### src/rtl/prbs_chk23.sv
//==============================================================================
//  Module      : prbs_chk23
//  Description : Receive-side PRBS-23 (x^23 + x^18 + 1) bit-error checker.
//                Self-synchronises to the recovered byte stream, declares
//                lock after a run of clean bytes, and, while locked, reports
//                per-byte bit errors and accumulates bit/error counts for
//                BER measurement.
//  Revision    : 1.0 - initial release
//------------------------------------------------------------------------------
//  Parameters
//    pMSB_FIRST : 1 = byte MSB is the first sequence bit, 0 = LSB first
//    pLOCK_CNT  : consecutive clean bytes in SEARCH to enter LOCK (1..255)
//    pLOSS_CNT  : consecutive errored bytes in LOCK to drop to SEARCH (1..255)
//    pCNT_W     : width of the bit / error counters (8..48)
//
//  Ports
//    clk_h      in   1       : data-path clock
//    rst        in   1       : asynchronous active-high reset
//    ival       in   1       : input byte valid (no backpressure)
//    idat       in   8       : received byte
//    iclr       in   1       : synchronous clear of both counters
//    olock      out  1       : high while in LOCK
//    oerr_val   out  1       : one-cycle pulse for an errored byte in LOCK
//    oerr_bits  out  4       : popcount of error bits of the last byte
//    obit_cnt   out  pCNT_W  : bits checked in LOCK (saturating)
//    oerr_cnt   out  pCNT_W  : bit errors seen in LOCK (saturating)
//
//  Build option
//    PRBS_CHK23_BER_CNT_EN : when defined, the BER counters and iclr are
//                            built; otherwise both counters read 0 and
//                            iclr is ignored.
//==============================================================================
`default_nettype none

module prbs_chk23 #(
  parameter int pMSB_FIRST = 0,
  parameter int pLOCK_CNT  = 16,
  parameter int pLOSS_CNT  = 4,
  parameter int pCNT_W     = 32
) (
  input  logic              clk_h,
  input  logic              rst,
  input  logic              ival,
  input  logic [7:0]        idat,
  input  logic              iclr,
  output logic              olock,
  output logic              oerr_val,
  output logic [3:0]        oerr_bits,
  output logic [pCNT_W-1:0] obit_cnt,
  output logic [pCNT_W-1:0] oerr_cnt
);

  //--------------------------------------------------------------------------
  // State encoding
  //--------------------------------------------------------------------------
  localparam logic [0:0] ST_SEARCH = 1'b0;
  localparam logic [0:0] ST_LOCK   = 1'b1;

  localparam logic [22:0] C_SEED      = 23'h7FFFFF;
  localparam logic [7:0]  C_LOCK_LAST = 8'(pLOCK_CNT - 1);
  localparam logic [7:0]  C_LOSS_LAST = 8'(pLOSS_CNT - 1);

  //--------------------------------------------------------------------------
  // Serial 8-step check of one byte within a single cycle.
  // Returns {next shift register, error mask aligned to byte bit positions}.
  // In SEARCH the register is loaded with received bits so it converges on
  // the transmitter state after 23 bits; in LOCK it free-runs on the
  // expected bits so a single channel error is counted exactly once.
  //--------------------------------------------------------------------------
  function automatic logic [30:0] f_check(
    input logic [22:0] s_in,
    input logic [7:0]  d,
    input logic        free_run
  );
    logic [22:0] s;
    logic [7:0]  err;
    logic        e;
    logic [2:0]  idx;
    s   = s_in;
    err = '0;
    for (int i = 0; i < 8; i++) begin
      idx      = (pMSB_FIRST != 0) ? 3'(7 - i) : 3'(i);
      e        = s[22] ^ s[17];
      err[idx] = e ^ d[idx];
      s        = {s[21:0], (free_run ? e : d[idx])};
    end
    return {s, err};
  endfunction

  function automatic logic [3:0] f_popcount(input logic [7:0] v);
    logic [3:0] n;
    n = '0;
    for (int i = 0; i < 8; i++) begin
      n = n + {3'b000, v[i]};
    end
    return n;
  endfunction

  //--------------------------------------------------------------------------
  // Registers and datapath wires
  //--------------------------------------------------------------------------
  logic [0:0]  r_state;
  logic [0:0]  w_state_nxt;
  logic [22:0] r_sr;
  logic [22:0] w_sr_nxt;
  logic [7:0]  r_good;
  logic [7:0]  w_good_nxt;
  logic [7:0]  r_bad;
  logic [7:0]  w_bad_nxt;
  logic [7:0]  w_err_vec;
  logic [3:0]  w_err_pop;
  logic        w_clean;
  logic        w_in_lock;
  logic        w_err_val_nxt;
  logic [3:0]  w_err_bits_nxt;

  assign w_in_lock                = (r_state == ST_LOCK);
  assign {w_sr_nxt, w_err_vec}    = f_check(r_sr, idat, w_in_lock);
  assign w_err_pop                = f_popcount(w_err_vec);
  assign w_clean                  = (w_err_vec == 8'h00);

  //--------------------------------------------------------------------------
  // FSM: state register (also holds the run counters and shift register)
  //--------------------------------------------------------------------------
  always_ff @(posedge clk_h or posedge rst) begin
    if (rst) begin
      r_state <= ST_SEARCH;
      r_sr    <= C_SEED;
      r_good  <= '0;
      r_bad   <= '0;
    end else if (ival) begin
      r_state <= w_state_nxt;
      r_sr    <= w_sr_nxt;
      r_good  <= w_good_nxt;
      r_bad   <= w_bad_nxt;
    end
  end

  //--------------------------------------------------------------------------
  // FSM: next-state logic
  // The transition happens on the byte that completes the run, so the
  // registered olock moves on the following clock.
  //--------------------------------------------------------------------------
  always_comb begin
    w_state_nxt = r_state;
    w_good_nxt  = r_good;
    w_bad_nxt   = r_bad;
    case (r_state)
      ST_SEARCH: begin
        if (w_clean) begin
          if (r_good == C_LOCK_LAST) begin
            w_state_nxt = ST_LOCK;
            w_good_nxt  = '0;
            w_bad_nxt   = '0;
          end else begin
            w_good_nxt  = r_good + 8'd1;
          end
        end else begin
          w_good_nxt = '0;
        end
      end
      ST_LOCK: begin
        if (!w_clean) begin
          if (r_bad == C_LOSS_LAST) begin
            // Shift register keeps its content; SEARCH re-verifies it.
            w_state_nxt = ST_SEARCH;
            w_good_nxt  = '0;
            w_bad_nxt   = '0;
          end else begin
            w_bad_nxt   = r_bad + 8'd1;
          end
        end else begin
          w_bad_nxt = '0;
        end
      end
      default: begin
        w_state_nxt = ST_SEARCH;
        w_good_nxt  = '0;
        w_bad_nxt   = '0;
      end
    endcase
  end

  //--------------------------------------------------------------------------
  // FSM: output logic (values registered below)
  //--------------------------------------------------------------------------
  always_comb begin
    w_err_val_nxt  = 1'b0;
    w_err_bits_nxt = 4'd0;
    if (ival) begin
      w_err_bits_nxt = w_err_pop;
      w_err_val_nxt  = w_in_lock && !w_clean;
    end
  end

  always_ff @(posedge clk_h or posedge rst) begin
    if (rst) begin
      oerr_val  <= 1'b0;
      oerr_bits <= 4'd0;
    end else begin
      oerr_val  <= w_err_val_nxt;
      oerr_bits <= w_err_bits_nxt;
    end
  end

  assign olock = w_in_lock;

  //--------------------------------------------------------------------------
  // BER counters
  //--------------------------------------------------------------------------
`ifdef PRBS_CHK23_BER_CNT_EN
  localparam logic [pCNT_W:0] C_BYTE_BITS = (pCNT_W + 1)'(8);

  logic [pCNT_W-1:0] r_bit_cnt;
  logic [pCNT_W-1:0] r_err_cnt;
  logic [pCNT_W:0]   w_bit_sum;
  logic [pCNT_W:0]   w_err_sum;

  // One extra bit catches the carry so the counters hold at all-ones.
  assign w_bit_sum = {1'b0, r_bit_cnt} + C_BYTE_BITS;
  assign w_err_sum = {1'b0, r_err_cnt} + {{(pCNT_W - 3){1'b0}}, w_err_pop};

  always_ff @(posedge clk_h or posedge rst) begin
    if (rst) begin
      r_bit_cnt <= '0;
      r_err_cnt <= '0;
    end else if (iclr) begin
      r_bit_cnt <= '0;
      r_err_cnt <= '0;
    end else if (ival && w_in_lock) begin
      r_bit_cnt <= w_bit_sum[pCNT_W] ? {pCNT_W{1'b1}} : w_bit_sum[pCNT_W-1:0];
      r_err_cnt <= w_err_sum[pCNT_W] ? {pCNT_W{1'b1}} : w_err_sum[pCNT_W-1:0];
    end
  end

  assign obit_cnt = r_bit_cnt;
  assign oerr_cnt = r_err_cnt;
`else
  logic w_unused_iclr;
  assign w_unused_iclr = iclr;
  assign obit_cnt      = '0;
  assign oerr_cnt      = '0;
`endif

endmodule

`default_nettype wire
### config.mk
export PLATFORM = sky130hd
export DESIGN_NAME = prbs_chk23
export DESIGN_NICKNAME = d
export VERILOG_FILES = /design/src/rtl/prbs_chk23.sv
export SDC_FILE = /design/constraint.sdc
export NUM_CORES = 1
export LEC_CHECK = 0
export CAP_MARGIN = 20
export CORE_ASPECT_RATIO = 0.75
export CORE_MARGIN = 2
export CORE_UTILIZATION = 49
export DETAILED_ROUTE_END_ITERATION = 16
export PLACE_DENSITY = 0.81
export SETUP_SLACK_MARGIN = 0.1
export SKIP_CTS_REPAIR_TIMING = 1
export SLEW_MARGIN = 5
export SYNTH_ARGS = -nofsm -noshare
export SYNTH_HDL_FRONTEND = slang
export SYNTH_SLANG_ARGS = --single-unit
export TNS_END_PERCENT = 10
### constraint.sdc
create_clock -name clk_h -period 9.83 [get_ports clk_h]
set_clock_uncertainty 0.15 [all_clocks]
set_input_delay 1.4745 -clock clk_h [delete_from_list [all_inputs] [get_ports clk_h]]
set_output_delay 1.4745 -clock clk_h [all_outputs]
set_load 0.01 [all_outputs]
# [Word-level counts from Yosys, hierarchy flattened]
# Index checks and enable logic that the tools add are counted.
[totals] latchBits=0 word_cells=68 mem_count=0 rom_bits=0 ram_bits=0 reg_bits=45
[classes] add_sub_neg=9 shift=0 mul=0 order_cmp=0 n_eq_ne=6 n_reduce_logical=5 div_mod_pow=0 n_mux=25 bitwise_logic=17
[ops] cell="2-to-1 mux 8 bit" count=8
[ops] cell="case mux 8 bit (2 select lines)" count=2
[ops] cell="adder 4 x 1 -> 4 bit" count=4
[ops] cell="adder 8 x 1 -> 8 bit, second input constant" count=2
[ops] cell="bitwise XOR 1 bit" count=16
[ops] cell="2-to-1 mux 1 bit" count=13
[ops] cell="== test 8 x 2 -> 1 bit, second input constant" count=1
[ops] cell="== test 8 x 4 -> 1 bit, second input constant" count=1
[ops] cell="logical NOT 8 bit" count=1
[ops] cell="inequality test 2 bit, second input constant" count=3
[ops] cell="AND reduction 3 bit" count=2
[ops] cell="adder 3 x 1 -> 4 bit" count=1
[ops] cell="2-to-1 mux 4 bit" count=1
[ops] cell="adder 2 x 1 -> 3 bit" count=1
[ops] cell="adder 1 x 1 -> 2 bit" count=1
[ops] cell="inequality test 2 x 1 -> 1 bit, second input constant" count=1
[ops] cell="case mux 1 bit (2 select lines)" count=1
[ops] cell="logical AND 1 bit" count=1
[ops] cell="logical NOT 1 bit" count=1
[ops] cell="inverter 1 bit" count=1

# [Depth between registers and ports, before layout]
# Gate-level depths: netlist (run 1).
[depth] ltp_word=10 ltp_mapped=11

# [Worst setup path after synthesis (run 1)]
# OpenSTA, ideal clock, no wires.
[synth_timing] path_type="input-to-reg" start="input port idat[3]" end="register oerr_bits[2]" arrival_time_ns=3.978 slack_ns=5.583 setup_time_ns=0.119 path_stages=10 required_time_ns=9.561 cell_sequence="xnor3_1 -> fa_1 -> fa_1 -> fa_1 -> inv_1 -> ha_1 -> inv_1 -> fa_1 -> xnor2_1 -> and2_1"
[synth_between] elab_chain_cells=7
[synth_rtl] item="start: declaration" line="44" text="input logic [7:0] idat,"
[synth_rtl] item="bitwise XOR 1 bit" line="84" text="err[idx] = e ^ d[idx];"
[synth_rtl] item="adder 3 x 1 -> 4 bit" line="94" text="n = n + {3'b000, v[i]};"
[synth_rtl] item="adder 4 x 1 -> 4 bit (4 in series)" line="94"
[synth_rtl] item="2-to-1 mux 4 bit" line="190" text="if (ival) begin"
[synth_rtl] item="net w_err_bits_nxt[2]" line="115" text="logic [3:0] w_err_bits_nxt;"
[synth_rtl] item="end signal: assignment" line="202" text="oerr_bits <= w_err_bits_nxt;"
[synth_rtl] item="end: declaration" line="48" text="output logic [3:0] oerr_bits,"
# The timed path passes the listed nets, and every way through them passes these cells.
# A chain may end at the register's enable or synchronous reset.

# [Final worst setup path (run 1)]
# Same ends and word-level chain as after synthesis.

==> impl_results.md, run 1 <==
* Post-synth top area share at 19.8%
* Crit-path max cell delay at 530 ps
* Total wire length at 4980 um
* CP delay by family, top: adder cells
* Top-level port count at 82
* CP Class: in2reg
* Fin util at 53.2%
* Clk pin slew, worst setup/hold paths at 80 ps
* Syn. warnings at 0
* Minimum clock period at 4630 ps
* Vias/cell at 4.77
* Synth Flop Type: dfstp_2
* Layout cells sized above 1 at 22.2%
* CTS Buf Count at 5
* Gr usage total at 15.4%
* Avg Cell Area, Syn at 10.6 um^2
* Starting Density at 51.6%
* Syn Inst Count at 287
* Final setup TNS at 0 ps
* Most used cell, CP: fa_1
* CP max FO at 3
* Final setup viols at 0
* Pwr Total at 0.619 mW
* Die height at 72.4 um
* CTS tree: yes
* Worst hold path type: reg2reg
* Area delta synth->final at 3.03%
* Total core area at 0.00592 mm^2
* Top-count cell post-synth: buf_4
* Critical path cell sequence: clkdlybuf4s50_1, xnor3_1, fa_1, fa_1, fa_1, inv_1, ha_1, inv_1, fa_1, xnor2_1, and2_1
* Nets@finish at 327
* Fmax at 216 MHz
* Initial antenna violation count at 0
* Number of port buffers at 16
* Pin count of the biggest net entering global routing at 46
* Slew Limit Fails at 0
* Least-Margin Pin Slew at 755 ps
* Data arrival, critical path at 4670 ps
* # DRC at 0
* Finished Layout Cells at 384
* Drt first pass iters at 4
* Pwr dens at 197 mW/mm^2
* Top cells by count, synth: buf_4, dfstp_2, dfrtp_1, mux2_2, nand2_1
* Worst-Skew Late Latency at 310 ps
* Max IR drop VDD at 0.112 mV
* #FFs+latches synth at 45
* Drt wl/cell at 13.0 um
* Post-synth ARST share at 100%
* Part of the power in registers at 38.1%
* Startpoint Class: input port
* Req. time, crit path at 9870 ps
* Grt ovf at 0
* Clock group share of total power at 19.3%
* Worst path bufs/invs at 3
* Worst path slowest cell: fa_1
* Core Rows at 24
* Crit path capture type: register
* Number of global-route vias before repair at 1,682
* First-pass GRT wire length at 8120 um
* Final Hold Viols at 0
* Via count at 1,831
* Final GP Congestion at 0.812
* Worst slew margin at 49.7%
* DIE WIDTH at 95.1 um
* Internal at 0.398 mW
* Unrepaired setup endpoints after global routing: false
* Fillers at 514
* Leakage power at 1.42 nW
* H-tree levels at 2
* Max-cap viol count at 0
* Period utilisation layout at 47.1%
* Combinational share of power at 42.6%
* Synth top area cells: dfstp_2, dfrtp_1, buf_4
* Synthesized cell area at 0.00305 mm^2
* Register area share after synthesis at 37.8%
* DIE AREA at 0.00688 mm^2
* Yosys top cell by area: dfstp_2
* Routed Antenna Nets at 0
* Detailed Route Iter0 Violations at 138
* CTS sink count at 45
* NetSw at 0.221 mW
* Placed insts at 376
* Root buf cell: clkbuf_8
* DP HPWL at 3710 um
* Switching share of total power at 35.8%
* Max clock buf depth at 2
* Netlist cell types at 50
* Run status: complete, no violations
* N_diodes at 0
* EDFF count, synth at 0
sequential cells by signal, indices dropped and copies added, names as in the netlist:
register	flops
oerr_bits	4
r_good	8
olock	1
oerr_val	1
r_bad	8
r_sr	23
cell families (layout without fill, tap and decap cells):
group           Yosys count  in the layout  share of synthesized area (%)
fa+ha+maj                10             10                           5.08
other cells               1             64                          0.123
compound gates           34             34                           7.25
mux                      26             26                           9.43
flops                    45             45                           37.8
simple gates             67             67                           13.6
buf+inv                  85             41                           18.4
xor+xnor                 19             19                           8.28
power groups by stage:
stage	clock network (mW)	logic, mW	registers, mW
detailed placement	0	0.266	0.239
global route	0.129	0.298	0.239
CTS	0.122	0.268	0.236
finish	0.120	0.264	0.236
floorplan	0	0.222	0.236
global placement	0	0.250	0.237
final timing paths:
path / start / to / slack, ps / cells after the start
max: idat[3] / oerr_bits[2]$_DFF_PP0_ / 5200 / 11
max reg2reg: r_sr[16]$_DFFE_PP1P_ / oerr_bits[2]$_DFF_PP0_ / 6130 / 11
min in group asynchronous: rst / r_good[0]$_DFFE_PP0P_ / 1450 / 3
min: r_sr[6]$_DFFE_PP1P_ / r_sr[6]$_DFFE_PP1P_ / 320 / 2
max in group asynchronous: rst / oerr_bits[2]$_DFF_PP0_ / 7690 / 3
min reg2reg: r_sr[6]$_DFFE_PP1P_ / r_sr[6]$_DFFE_PP1P_ / 320 / 2
cell usage in the layout (no fill, tap or decap), types with 3 or more instances in the layout:
master	instances
xnor2_1	10
nand3_1	9
mux2i_1	4
ha_1	6
and3_1	3
xnor3_1	3
conb_1	64
dfstp_2	23
mux2_2	22
dfrtp_1	22
a21oi_1	10
and2_1	3
o211ai_1	3
fa_1	4
xor2_1	3
a21o_1	3
xnor3_2	3
clkdlybuf4s50_1	16
nand2_1	16
clkbuf_8	5
nor2_1	15
o21ai_0	6
inv_1	14
layout make-up:
cell class                      instances  area [um^2]  share of cell area, %
Timing Repair Buffer                   18          175                   5.57
Sequential cell                        45         1150                   36.7
Multi-Input combinational cell        220         1570                   50.0
Tap cell                               78         97.6                   3.10
Clock inverter                          3         21.3                  0.676
Clock buffer                            5         68.8                   2.19
Inverter                               15         56.3                   1.79
per-layer routing:
metal	track usage [%]	vias to the layer above	share of wire, %	wire, um
met1	22.0	911	47	2330
met5	0	-	0	0
met2	23.7	33	49	2410
met4	4.83	0	1.3	63
li1	-	880	-	-
met3	3.12	7	3.4	167
worst register-to-register path, stage by stage, from the launching register on:
cell and delay [ps]:
dfstp_2 630, xor2_1 240, xnor2_1 200, fa_1 470, fa_1 510, fa_1 410, inv_1 70, ha_1 180
inv_1 60, fa_1 370, xnor2_1 130, and2_1 160
stage by stage:
step | instance area [um^2] | hold WS (ps) | worst slack [ps]
final | 3150 | 317 | 5200
after global routing | 3150 | 350 | 5100
after CTS | 3150 | 321 | 5200
after detailed placement | 3060 | 305 | 4880
after global placement | 3060 | 303 | 4950
after floorplan | 3290 | 292 | 5580
Power figures use the tool's default switching activity.
==> run 2, diff against run 1 <==
Settings changed: CORE_UTILIZATION 49 to 44, PLACE_DENSITY 0.81 to 0.77.
Clock period 9.83 ns to 4.2 ns, I/O delays scaled along.
==> run 2 against run 1 <==
  * Via count about the same
  * Critical endpoint unchanged
  * Die area increased by 11%
  * Clock power increased by 140%
  * Final cell count increased by 1.8%
==> impl_results.md, run 2 (synthesized netlist as in run 1, its figures left out) <==
* Fin util at 46.8%
* N_diodes at 0
* Hold Crit Depth at 2
* Largest Register: r_sr
* # DRC at 0
* DP HPWL at 3770 um
* Die height at 76.1 um
* Most used cell, CP: fa_1
* Startpoint Class: register
* Worst slew margin at 48.8%
* Worst path bufs/invs at 2
* Pwr dens at 465 mW/mm^2
* Max IR drop VDD at 0.254 mV
* Max-cap viol count at 0
* Layout cells sized above 1 at 22.5%
* Met2 GRT Util at 22.0%
* Crit path capture type: register
* Crit-path max cell delay at 600 ps
* Via count at 1,832
* Global route hottest layer: met2
* Clk pin slew, worst setup/hold paths at 90 ps
* Drt first pass iters at 4
* CTS sink count at 45
* Area delta synth->final at 3.73%
* CTS Buf Count at 5
* CP Depth at 11
* CP max FO at 4
* Worst path slowest cell: dfstp_2
* Period utilisation layout at 89.2%
* Gr usage total at 14.0%
* Largest register FFs at 23
* Fmax at 267 MHz
* Reg-to-reg endpoint: oerr_bits[2]$_DFF_PP0_
* CTS tree: yes
* Number of global-route vias before repair at 1,792
* Fillers at 634
* Reg-to-reg startpoint: r_sr[16]$_DFFE_PP1P_
* Final Hold Viols at 0
* Min-Delay Startpoint: r_sr[6]$_DFFE_PP1P_
* Worst-Skew Late Latency at 310 ps
* H-tree levels at 2
* Total wire length at 5070 um
* Total core area at 0.00677 mm^2
* Most common cell after layout, fill and taps aside: conb_1
* Worst Hold Path EP: r_sr[6]$_DFFE_PP1P_
* Final setup TNS at 0 ps
* Least-Margin Pin Slew at 768 ps
* Unrepaired setup endpoints after global routing: false
* Grt ovf at 0
* Drt wl/cell at 13.0 um
* Minimum clock period at 3750 ps
* Most frequent cells in the layout: conb_1, dfstp_2, mux2_2, dfrtp_1
* M1 GR Usage at 18.6%
* Worst hold path type: reg2reg
* Final setup viols at 0
* Detailed Route Iter0 Violations at 95
* CP Class: reg2reg
* Run status: complete, no violations
* Leakage power at 1.44 nW
* DIE AREA at 0.00763 mm^2
* First-pass GRT wire length at 8490 um
* Nets@finish at 328
* Max clock buf depth at 2
* Biggest regs: r_sr (23), r_bad (8), r_good (8)
* Pin count of the biggest net entering global routing at 46
* Final GP Congestion at 0.772
* Met3 global-route usage at 3.39%
* Top-level port count at 82
* Root buf cell: clkbuf_8
* DIE WIDTH at 100 um
* Req. time, crit path at 4240 ps
* Initial antenna violation count at 0
* Vias/cell at 4.69
* Critical path cell sequence: xor2_1, xnor2_1, fa_1, fa_1, fa_1, inv_1, ha_1, inv_1, fa_1, xnor2_1, and2_1
* Core Rows at 26
* Routed Antenna Nets at 0
* R2r worst-path depth at 11
* R2R setup slack at 450 ps
* Slew Limit Fails at 0
* Starting Density at 45.1%
* Number of port buffers at 16
* CP delay by family, top: adder cells
* Data arrival, critical path at 3790 ps
-- run 2: changes by cell type in the layout (fill, tap and decap cells not counted) --
cell / previous run / this run
buf_4: 2 / 3
clkbuf_8: 5 / 6
clkinv_4: 0 / 1
clkinvlp_4: 1 / 0
inv_6: 1 / 0
-- run 2: where the power goes --
part | leakage, nW | switching, mW | internal, mW
combinational | 0.839 | 0.323 | 0.313
sequential | 0.546 | 0.0388 | 0.511
clock | 0.0512 | 0.151 | 0.133
total | 1.44 | 0.514 | 0.958
-- run 2: tightest hold or removal path: cells and delay by family, from the launching register on --
| family | cells | cell delay, ps |
|---|---|---|
| buffers and inverters | 1 | 40 |
| flip-flops | 1 | 370 |
| multiplexers | 1 | 60 |
-- run 2: per-stage QoR --
step           total power, mW  hold slack [ps]  instance area, um^2  instances  setup slack [ps]
3_3_place_gp              1.15              304                 3070        383               248
4_1_cts                   1.49              327                 3170        391               454
3_5_place_dp              1.19              312                 3070        383               189
2_1_floorplan             1.07              292                 3290        350               707
6_report                  1.47              322                 3170        391               452
5_1_grt                   1.59              343                 3170        391               276
-- run 2: worst max-delay path by stage --
stage	start	to	slack, ps
floorplan	r_sr[14]$_DFFE_PP1P_	oerr_bits[2]$_DFF_PP0_	710
global placement	idat[3]	oerr_bits[2]$_DFF_PP0_	250
detailed placement	idat[3]	oerr_bits[2]$_DFF_PP0_	190
CTS	r_sr[16]$_DFFE_PP1P_	oerr_bits[2]$_DFF_PP0_	450
global route	r_sr[16]$_DFFE_PP1P_	oerr_bits[2]$_DFF_PP0_	280
finish	r_sr[16]$_DFFE_PP1P_	oerr_bits[2]$_DFF_PP0_	450
-- run 2: layer usage --
layer	routed length (um)	share of wire, %
met5	0	0
met4	78	1.5
met3	217	4.3
met2	2460	49
met1	2310	46
-- run 2: area by class of cell --
cell class | instances | area (um^2) | share of cell area (%)
clock buffers | 6 | 82.6 | 2.61
clock inverters | 2 | 13.8 | 0.435
inverters | 15 | 56.3 | 1.78
multi-input cells | 220 | 1570 | 49.6
flip-flops and latches | 45 | 1150 | 36.5
well taps | 84 | 105 | 3.32
repair buffers | 19 | 183 | 5.77
==> run 3, diff against run 2 <==
Settings changed: CTS_CLUSTER_SIZE set to 25.
==> results of run 3 <==
Final layout, timing and power as in run 2 (identical DEF).
